File: config.mk
export PLATFORM = sky130hd
export DESIGN_NAME = core_ctrl_flat
export DESIGN_NICKNAME = d
export VERILOG_FILES = /design/src/rtl/core_ctrl_if.sv /design/src/rtl/core_ctrl.sv /design/src/flat_wrapper.sv
export SDC_FILE = /design/constraint.sdc
export NUM_CORES = 1
export LEC_CHECK = 0
export CAP_MARGIN = 20
export CORE_MARGIN = 4
export CORE_UTILIZATION = 41
export CTS_CLUSTER_SIZE = 16
export DETAILED_ROUTE_END_ITERATION = 10
export GPL_TIMING_DRIVEN = 1
export MAX_ROUTING_LAYER = met4
export PLACE_DENSITY = 0.7
export SYNTH_ARGS = -nofsm -noshare
export SYNTH_HDL_FRONTEND = slang
export SYNTH_SLANG_ARGS = --single-unit
File: constraint.sdc
create_clock -name clk -period 4 [get_ports clk]
set_input_delay 1 -clock clk [delete_from_list [all_inputs] [get_ports clk]]
set_output_delay 1 -clock clk [all_outputs]
set_load 0.02 [all_outputs]
File: src/rtl/core_ctrl_if.sv
// core_ctrl_if
//   Host-facing handshake and instruction bundle of the core sequencer.
//   master : host side   (drives start/in_valid, observes the rest)
//   slave  : core_ctrl   (drives in_ready/inst/busy/done)
//   start     host -> ctrl  begin a pass (sampled in IDLE only)
//   in_valid  host -> ctrl  mem_in word valid this cycle
//   in_ready  ctrl -> host  controller accepts a mem_in word
//   inst      ctrl -> core  20-bit core instruction word
//   busy      ctrl -> host  high whenever not IDLE
//   done      ctrl -> host  one-cycle pulse on the final write-back
interface core_ctrl_if;
  logic        start;
  logic        in_valid;
  logic        in_ready;
  logic [19:0] inst;
  logic        busy;
  logic        done;

  modport master (
    output start, in_valid,
    input  in_ready, inst, busy, done
  );

  modport slave (
    input  start, in_valid,
    output in_ready, inst, busy, done
  );
endinterface

File: src/rtl/core_ctrl.sv
// core_ctrl
//   Instruction sequencer for the single-core NPU datapath. One start runs a
//   full Q*K pass: stream Q and K words into their SRAMs, load K as kernel,
//   execute, drain the ofifo into psum memory, accumulate in the SFP, then
//   divide each psum row and write it back. done pulses on the last
//   write-back, when psum memory holds the normalized results.
// Ports
//   clk    rising-edge clock
//   reset  asynchronous, active-low; clears all state immediately
//   bus    core_ctrl_if.slave (start, in_valid, in_ready, inst, busy, done)
// Parameters
//   col        MAC columns (number of K words loaded as kernel)
//   rows       Q vectors per pass (1..16)
//   drain_cyc  idle cycles between last execute and the first ofifo read
module core_ctrl #(
  parameter int col       = 8,
  parameter int rows      = 8,
  parameter int drain_cyc = 16
) (
  input  logic         clk,
  input  logic         reset,
  core_ctrl_if.slave   bus
);

  // inst bit positions
  localparam int B_WR2PMEM = 19;
  localparam int B_DIV     = 18;
  localparam int B_ACC     = 17;
  localparam int B_OFIFO   = 16;
  localparam int B_EXEC    = 7;
  localparam int B_KLOAD   = 6;
  localparam int B_Q_RD    = 5;
  localparam int B_Q_WR    = 4;
  localparam int B_K_RD    = 3;
  localparam int B_K_WR    = 2;
  localparam int B_P_RD    = 1;
  localparam int B_P_WR    = 0;

  // The accumulate phase counts to rows inclusive, so the counter must hold
  // the largest of rows, col and drain_cyc.
  localparam int CMAX0 = (rows > col) ? rows : col;
  localparam int CMAX  = (CMAX0 > drain_cyc) ? CMAX0 : drain_cyc;
  localparam int CW    = $clog2(CMAX + 1);

  localparam logic [CW-1:0] ROWS_N     = CW'(rows);
  localparam logic [CW-1:0] ROWS_LAST  = CW'(rows - 1);
  localparam logic [CW-1:0] COL_LAST   = CW'(col - 1);
  localparam logic [CW-1:0] DRAIN_LAST = CW'(drain_cyc - 1);
  localparam logic [CW-1:0] CNT_ONE    = CW'(1);

  typedef enum logic [3:0] {
    IDLE, LOAD_Q, LOAD_K, KLOAD, KGAP, EXEC, DRAIN, OFRD, ACC,
    DV_RD, DV_DIV, DV_WB
  } state_t;

  state_t         state_reg, state_next;
  logic [CW-1:0]  cnt_reg, cnt_next;

  logic [19:0]    inst_next;
  logic           in_ready_next;
  logic           done_next;
  logic [3:0]     addr;

  assign addr = cnt_reg[3:0];

  always_ff @(posedge clk or negedge reset) begin
    if (!reset) begin
      state_reg <= IDLE;
      cnt_reg   <= '0;
    end else begin
      state_reg <= state_next;
      cnt_reg   <= cnt_next;
    end
  end

  always_comb begin
    state_next    = state_reg;
    cnt_next      = cnt_reg;
    inst_next     = '0;
    in_ready_next = 1'b0;
    done_next     = 1'b0;

    case (state_reg)
      IDLE: begin
        if (bus.start) begin
          state_next = LOAD_Q;
          cnt_next   = '0;
        end
      end

      // A beat is a cycle with in_valid; without it the address holds.
      LOAD_Q: begin
        in_ready_next     = 1'b1;
        inst_next[B_Q_WR] = bus.in_valid;
        inst_next[15:12]  = addr;
        if (bus.in_valid) begin
          if (cnt_reg == ROWS_LAST) begin
            state_next = LOAD_K;
            cnt_next   = '0;
          end else begin
            cnt_next = cnt_reg + CNT_ONE;
          end
        end
      end

      LOAD_K: begin
        in_ready_next     = 1'b1;
        inst_next[B_K_WR] = bus.in_valid;
        inst_next[15:12]  = addr;
        if (bus.in_valid) begin
          if (cnt_reg == COL_LAST) begin
            state_next = KLOAD;
            cnt_next   = '0;
          end else begin
            cnt_next = cnt_reg + CNT_ONE;
          end
        end
      end

      KLOAD: begin
        inst_next[B_K_RD]  = 1'b1;
        inst_next[B_KLOAD] = 1'b1;
        inst_next[15:12]   = addr;
        if (cnt_reg == COL_LAST) begin
          state_next = KGAP;
          cnt_next   = '0;
        end else begin
          cnt_next = cnt_reg + CNT_ONE;
        end
      end

      // The final kmem read lands one cycle after its address (SRAM latency),
      // so kload stays up one extra cycle with no read issued.
      KGAP: begin
        inst_next[B_KLOAD] = 1'b1;
        state_next         = EXEC;
        cnt_next           = '0;
      end

      EXEC: begin
        inst_next[B_Q_RD] = 1'b1;
        inst_next[B_EXEC] = 1'b1;
        inst_next[15:12]  = addr;
        if (cnt_reg == ROWS_LAST) begin
          state_next = DRAIN;
          cnt_next   = '0;
        end else begin
          cnt_next = cnt_reg + CNT_ONE;
        end
      end

      DRAIN: begin
        if (cnt_reg == DRAIN_LAST) begin
          state_next = OFRD;
          cnt_next   = '0;
        end else begin
          cnt_next = cnt_reg + CNT_ONE;
        end
      end

      // ofifo head is combinational, so pop and psum write share a cycle.
      OFRD: begin
        inst_next[B_OFIFO] = 1'b1;
        inst_next[B_P_WR]  = 1'b1;
        inst_next[11:8]    = addr;
        if (cnt_reg == ROWS_LAST) begin
          state_next = ACC;
          cnt_next   = '0;
        end else begin
          cnt_next = cnt_reg + CNT_ONE;
        end
      end

      // Read of row c overlaps accumulate of row c-1; one tail cycle
      // accumulates the last row with no read.
      ACC: begin
        if (cnt_reg < ROWS_N) begin
          inst_next[B_P_RD] = 1'b1;
          inst_next[11:8]   = addr;
        end
        if (cnt_reg != '0) begin
          inst_next[B_ACC] = 1'b1;
        end
        if (cnt_reg == ROWS_N) begin
          state_next = DV_RD;
          cnt_next   = '0;
        end else begin
          cnt_next = cnt_reg + CNT_ONE;
        end
      end

      // Divide is serialized per row: psum memory is single-port, so read,
      // divide and write-back each take their own cycle.
      DV_RD: begin
        inst_next[B_P_RD] = 1'b1;
        inst_next[11:8]   = addr;
        state_next        = DV_DIV;
      end

      DV_DIV: begin
        inst_next[B_DIV] = 1'b1;
        inst_next[11:8]  = addr;
        state_next       = DV_WB;
      end

      DV_WB: begin
        inst_next[B_WR2PMEM] = 1'b1;
        inst_next[B_P_WR]    = 1'b1;
        inst_next[11:8]      = addr;
        if (cnt_reg == ROWS_LAST) begin
          state_next = IDLE;
          cnt_next   = '0;
          done_next  = 1'b1;
        end else begin
          state_next = DV_RD;
          cnt_next   = cnt_reg + CNT_ONE;
        end
      end

      default: begin
        state_next = IDLE;
        cnt_next   = '0;
      end
    endcase
  end

  assign bus.inst     = inst_next;
  assign bus.in_ready = in_ready_next;
  assign bus.done     = done_next;
  assign bus.busy     = (state_reg != IDLE);

endmodule

File: src/flat_wrapper.sv
// flat-port wrapper written by rule: the top's interface ports become plain ports
module core_ctrl_flat 
#(
  parameter int col       = 8,
  parameter int rows      = 8,
  parameter int drain_cyc = 16
)
  (clk, reset, bus_start, bus_in_valid, bus_in_ready, bus_inst, bus_busy, bus_done);
  core_ctrl_if bus_i ();
  input  logic clk;
  input  logic reset;
  input wire logic [$bits(bus_i.start)-1:0] bus_start;
  input wire logic [$bits(bus_i.in_valid)-1:0] bus_in_valid;
  output wire logic [$bits(bus_i.in_ready)-1:0] bus_in_ready;
  output wire logic [$bits(bus_i.inst)-1:0] bus_inst;
  output wire logic [$bits(bus_i.busy)-1:0] bus_busy;
  output wire logic [$bits(bus_i.done)-1:0] bus_done;
  assign bus_i.start = bus_start;
  assign bus_i.in_valid = bus_in_valid;
  assign bus_in_ready = bus_i.in_ready;
  assign bus_inst = bus_i.inst;
  assign bus_busy = bus_i.busy;
  assign bus_done = bus_i.done;
  core_ctrl #(.col(col), .rows(rows), .drain_cyc(drain_cyc)) u_core (.clk(clk), .reset(reset), .bus(bus_i));
endmodule
==> results.json <==
{
  "status": "complete, no violations",
  "dp_cells": 175,
  "hold_buffers": 0,
  "cts_resized": 0,
  "clk-insertion-delay-late_ns": 0.26,
  "placed_cell_area_um2": 1200,
  "power_leakage_uw": 0.000492,
  "timing.rr.end": "u_core.cnt_reg[2]",
  "synth_nets": 140,
  "drv_cap": 0,
  "synthesis.area_um2": 956,
  "post-cts-setup-buffers": 0,
  "vias": 998,
  "gp_congestion": 0.823,
  "die_x_um": 56.3,
  "r2r_setup_slack_ns": 1.94,
  "num-fill-cells": 224,
  "syn_inst": 132,
  "timing.rr.start": "u_core.state_reg[2]",
  "crit_type": "flip-flop to output pin",
  "yosysSeqAreaShare_pct": 23.6,
  "crit_end": "bus_inst[8]",
  "worstPathMaxFanout": 18,
  "via_per_inst": 5.58,
  "period_share_pct": 84.8,
  "cp.arrival_ns": 2.39,
  "ant_nets": 0,
  "largest_reg_flops": 5,
  "initial_core_util_pct": 43.2,
  "grt_pass1_vias": 920,
  "avgRoutedWirePerCell_um": 13.2,
  "p_total_uw": 872,
  "fin_ws_ns": 0.608,
  "max_slew_margin_pct": 62.1,
  "cts_tree": "done",
  "place_hpwl_mm": 1.77,
  "yosys_warnings": 0,
  "drive_gt1_share_pct": 5.30,
  "core_um2": 2210,
  "io_buffers": 26,
  "cp_data_required_time_ns": 3.00,
  "postSynthAreaPerCell_um2": 7.24,
  "synth-xor-area-share_pct": 0,
  "antennaDiodeCount": 0,
  "synth_top_flop_cell": "dfrtp_1",
  "grt_usage_pct": 16.7,
  "min_period_ns": 3.39,
  "synth_enable_flop_cells": 0,
  "num_rows": 17,
  "tightest_slew_ns": 0.568,
  "synth_cell_type_count": 39,
  "endpoint_kind": "output pin",
  "final_cells": 179,
  "synth_top_family_by_area": "simple AND/OR/NAND/NOR gates",
  "clock_path_buffers": 2,
  "wl_mm": 2.37,
  "synthAdderAreaFrac_pct": 5.24,
  "yosys-mux-area-fraction_pct": 1.57,
  "cts-htree-levels": 1,
  "cp-start-kind": "flip-flop",
  "synthArstFlopShare_pct": 100,
  "finClkSkew_ns": 0.00142,
  "synth_simple_gate_area_share_pct": 34.4,
  "synth-compound-area-share_pct": 25.8,
  "grt-ovfl-total": 0,
  "slew_violations": 0,
  "antenna_found_initial": 0,
  "cellPowerDensity_nw_per_um2": 712,
  "dr.pass1.iters": 4,
  "syn2layout_area_growth_pct": 28.1,
  "ir_worst_vdd_v": 0.000343,
  "cts_made_buffers": 3,
  "cts-root-buf": "clkbuf_4",
  "r2r_cells": 5,
  "pre_cts_slack_ns": 0.628,
  "setup_viol": 0,
  "synth_seq_cells": 9,
  "startpoint": "u_core.state_reg[2]",
  "ioPinCount": 27,
  "grt_pass1_wl_mm": 4.22,
  "setup_tns_ns": 0,
  "holdCritPathClass": "flip-flop to flip-flop",
  "clock_sinks": 9,
  "drtIter0Drc": 34,
  "drcViolationCount": 0,
  "layout_commonest_cell": "clkdlybuf4s50_1",
  "finalHoldViolations": 0,
  "fin_area_um2": 1220,
  "clk_pin_slew_ns": 0.06,
  "mostFrequentLayoutCells": "26 x clkdlybuf4s50_1, 19 x nor2_1, 9 x nand2_1, 9 x dfrtp_1",
  "die_area_um2": 3170,
  "clock.fmax_mhz": 295,
  "die_y_um": 56.3,
  "rsz0062_at_grt": "false",
  "grt_max_degree": 20,
  "layout.nets": 160
}
==> final cells by class <==
cell class	count	area, um2	share of cell area, %
clock buffer	4	26.3	2.15
sequential	9	225	18.4
tap	28	35.0	2.86
multi-input combinational	103	641	52.3
timing repair buffer	27	268	21.9
inverter	8	30.0	2.45
==> critical path, stage by stage (launching register included) <==
cell,delay [ns]
dfrtp_1,0.56
nand2b_1,0.40
o21ai_1,0.16
nand2_1,0.08
o21ai_1,0.16
and2_1,0.16
clkdlybuf4s50_1,0.60
==> per-stage QoR <==
step / utilization [%] / hold slack (ns)
2_1_floorplan: - / 0.514
3_3_place_gp: 54.2 / 0.557
3_5_place_dp: 54.2 / 0.567
4_1_cts: 55.4 / 0.584
5_1_grt: 55.4 / 0.629
6_report: 55.4 / 0.578
==> report_power, final <==
group	switching [uW]	internal (uW)	leakage [uW]
Sequential	89.1	119	0.000118
Combinational	324	270	0.000359
Clock	31.1	38.4	0.0000150
Total	444	428	0.000492
==> how the worst min path moves through the flow <==
| stage | start | to | slack [ns] | cells after the start |
|---|---|---|---|---|
| 2_1_floorplan | u_core.cnt_reg[0] | u_core.cnt_reg[0] | 0.51 | 2 |
| 3_3_place_gp | u_core.cnt_reg[0] | u_core.cnt_reg[0] | 0.56 | 2 |
| 3_5_place_dp | u_core.cnt_reg[0] | u_core.cnt_reg[0] | 0.57 | 2 |
| 4_1_cts | u_core.cnt_reg[0] | u_core.cnt_reg[0] | 0.58 | 2 |
| 5_1_grt | u_core.cnt_reg[0] | u_core.cnt_reg[0] | 0.63 | 2 |
| 6_report | u_core.cnt_reg[0] | u_core.cnt_reg[0] | 0.58 | 2 |
==> synthesized netlist by cell type (3+ instances only) <==
| cell type | instances | area (um2) |
|---|---|---|
| a211oi_1 | 4 | 30.0 |
| a21o_1 | 3 | 22.5 |
| a21oi_1 | 6 | 30.0 |
| and2_1 | 8 | 50.1 |
| buf_2 | 3 | 15.0 |
| clkbuf_1 | 6 | 22.5 |
| dfrtp_1 | 9 | 225 |
| ha_1 | 4 | 50.1 |
| inv_1 | 7 | 26.3 |
| nand2_1 | 9 | 33.8 |
| nand2b_1 | 3 | 18.8 |
| nand3_1 | 5 | 25.0 |
| nor2_1 | 19 | 71.3 |
| nor3_1 | 5 | 25.0 |
| o21ai_0 | 5 | 25.0 |
| o21ai_1 | 8 | 40.0 |
==> cells by family after synthesis <==
logic type / Yosys count
and+or+nand+nor: 60
DFF: 9
muxes: 1
buffers and inverters: 20
adders and majority gates: 4
AOI/OAI and AO/OA: 38
==> per-layer routing <==
layer	GRT usage [%]	share of wire (%)	vias to the layer above
li1	-	-	503
met1	20.9	48	474
met2	27.5	48	18
met3	4.37	4.1	3
met4	3.05	0.34	0
met5	-	0	-
Power figures use the tool's default switching activity.
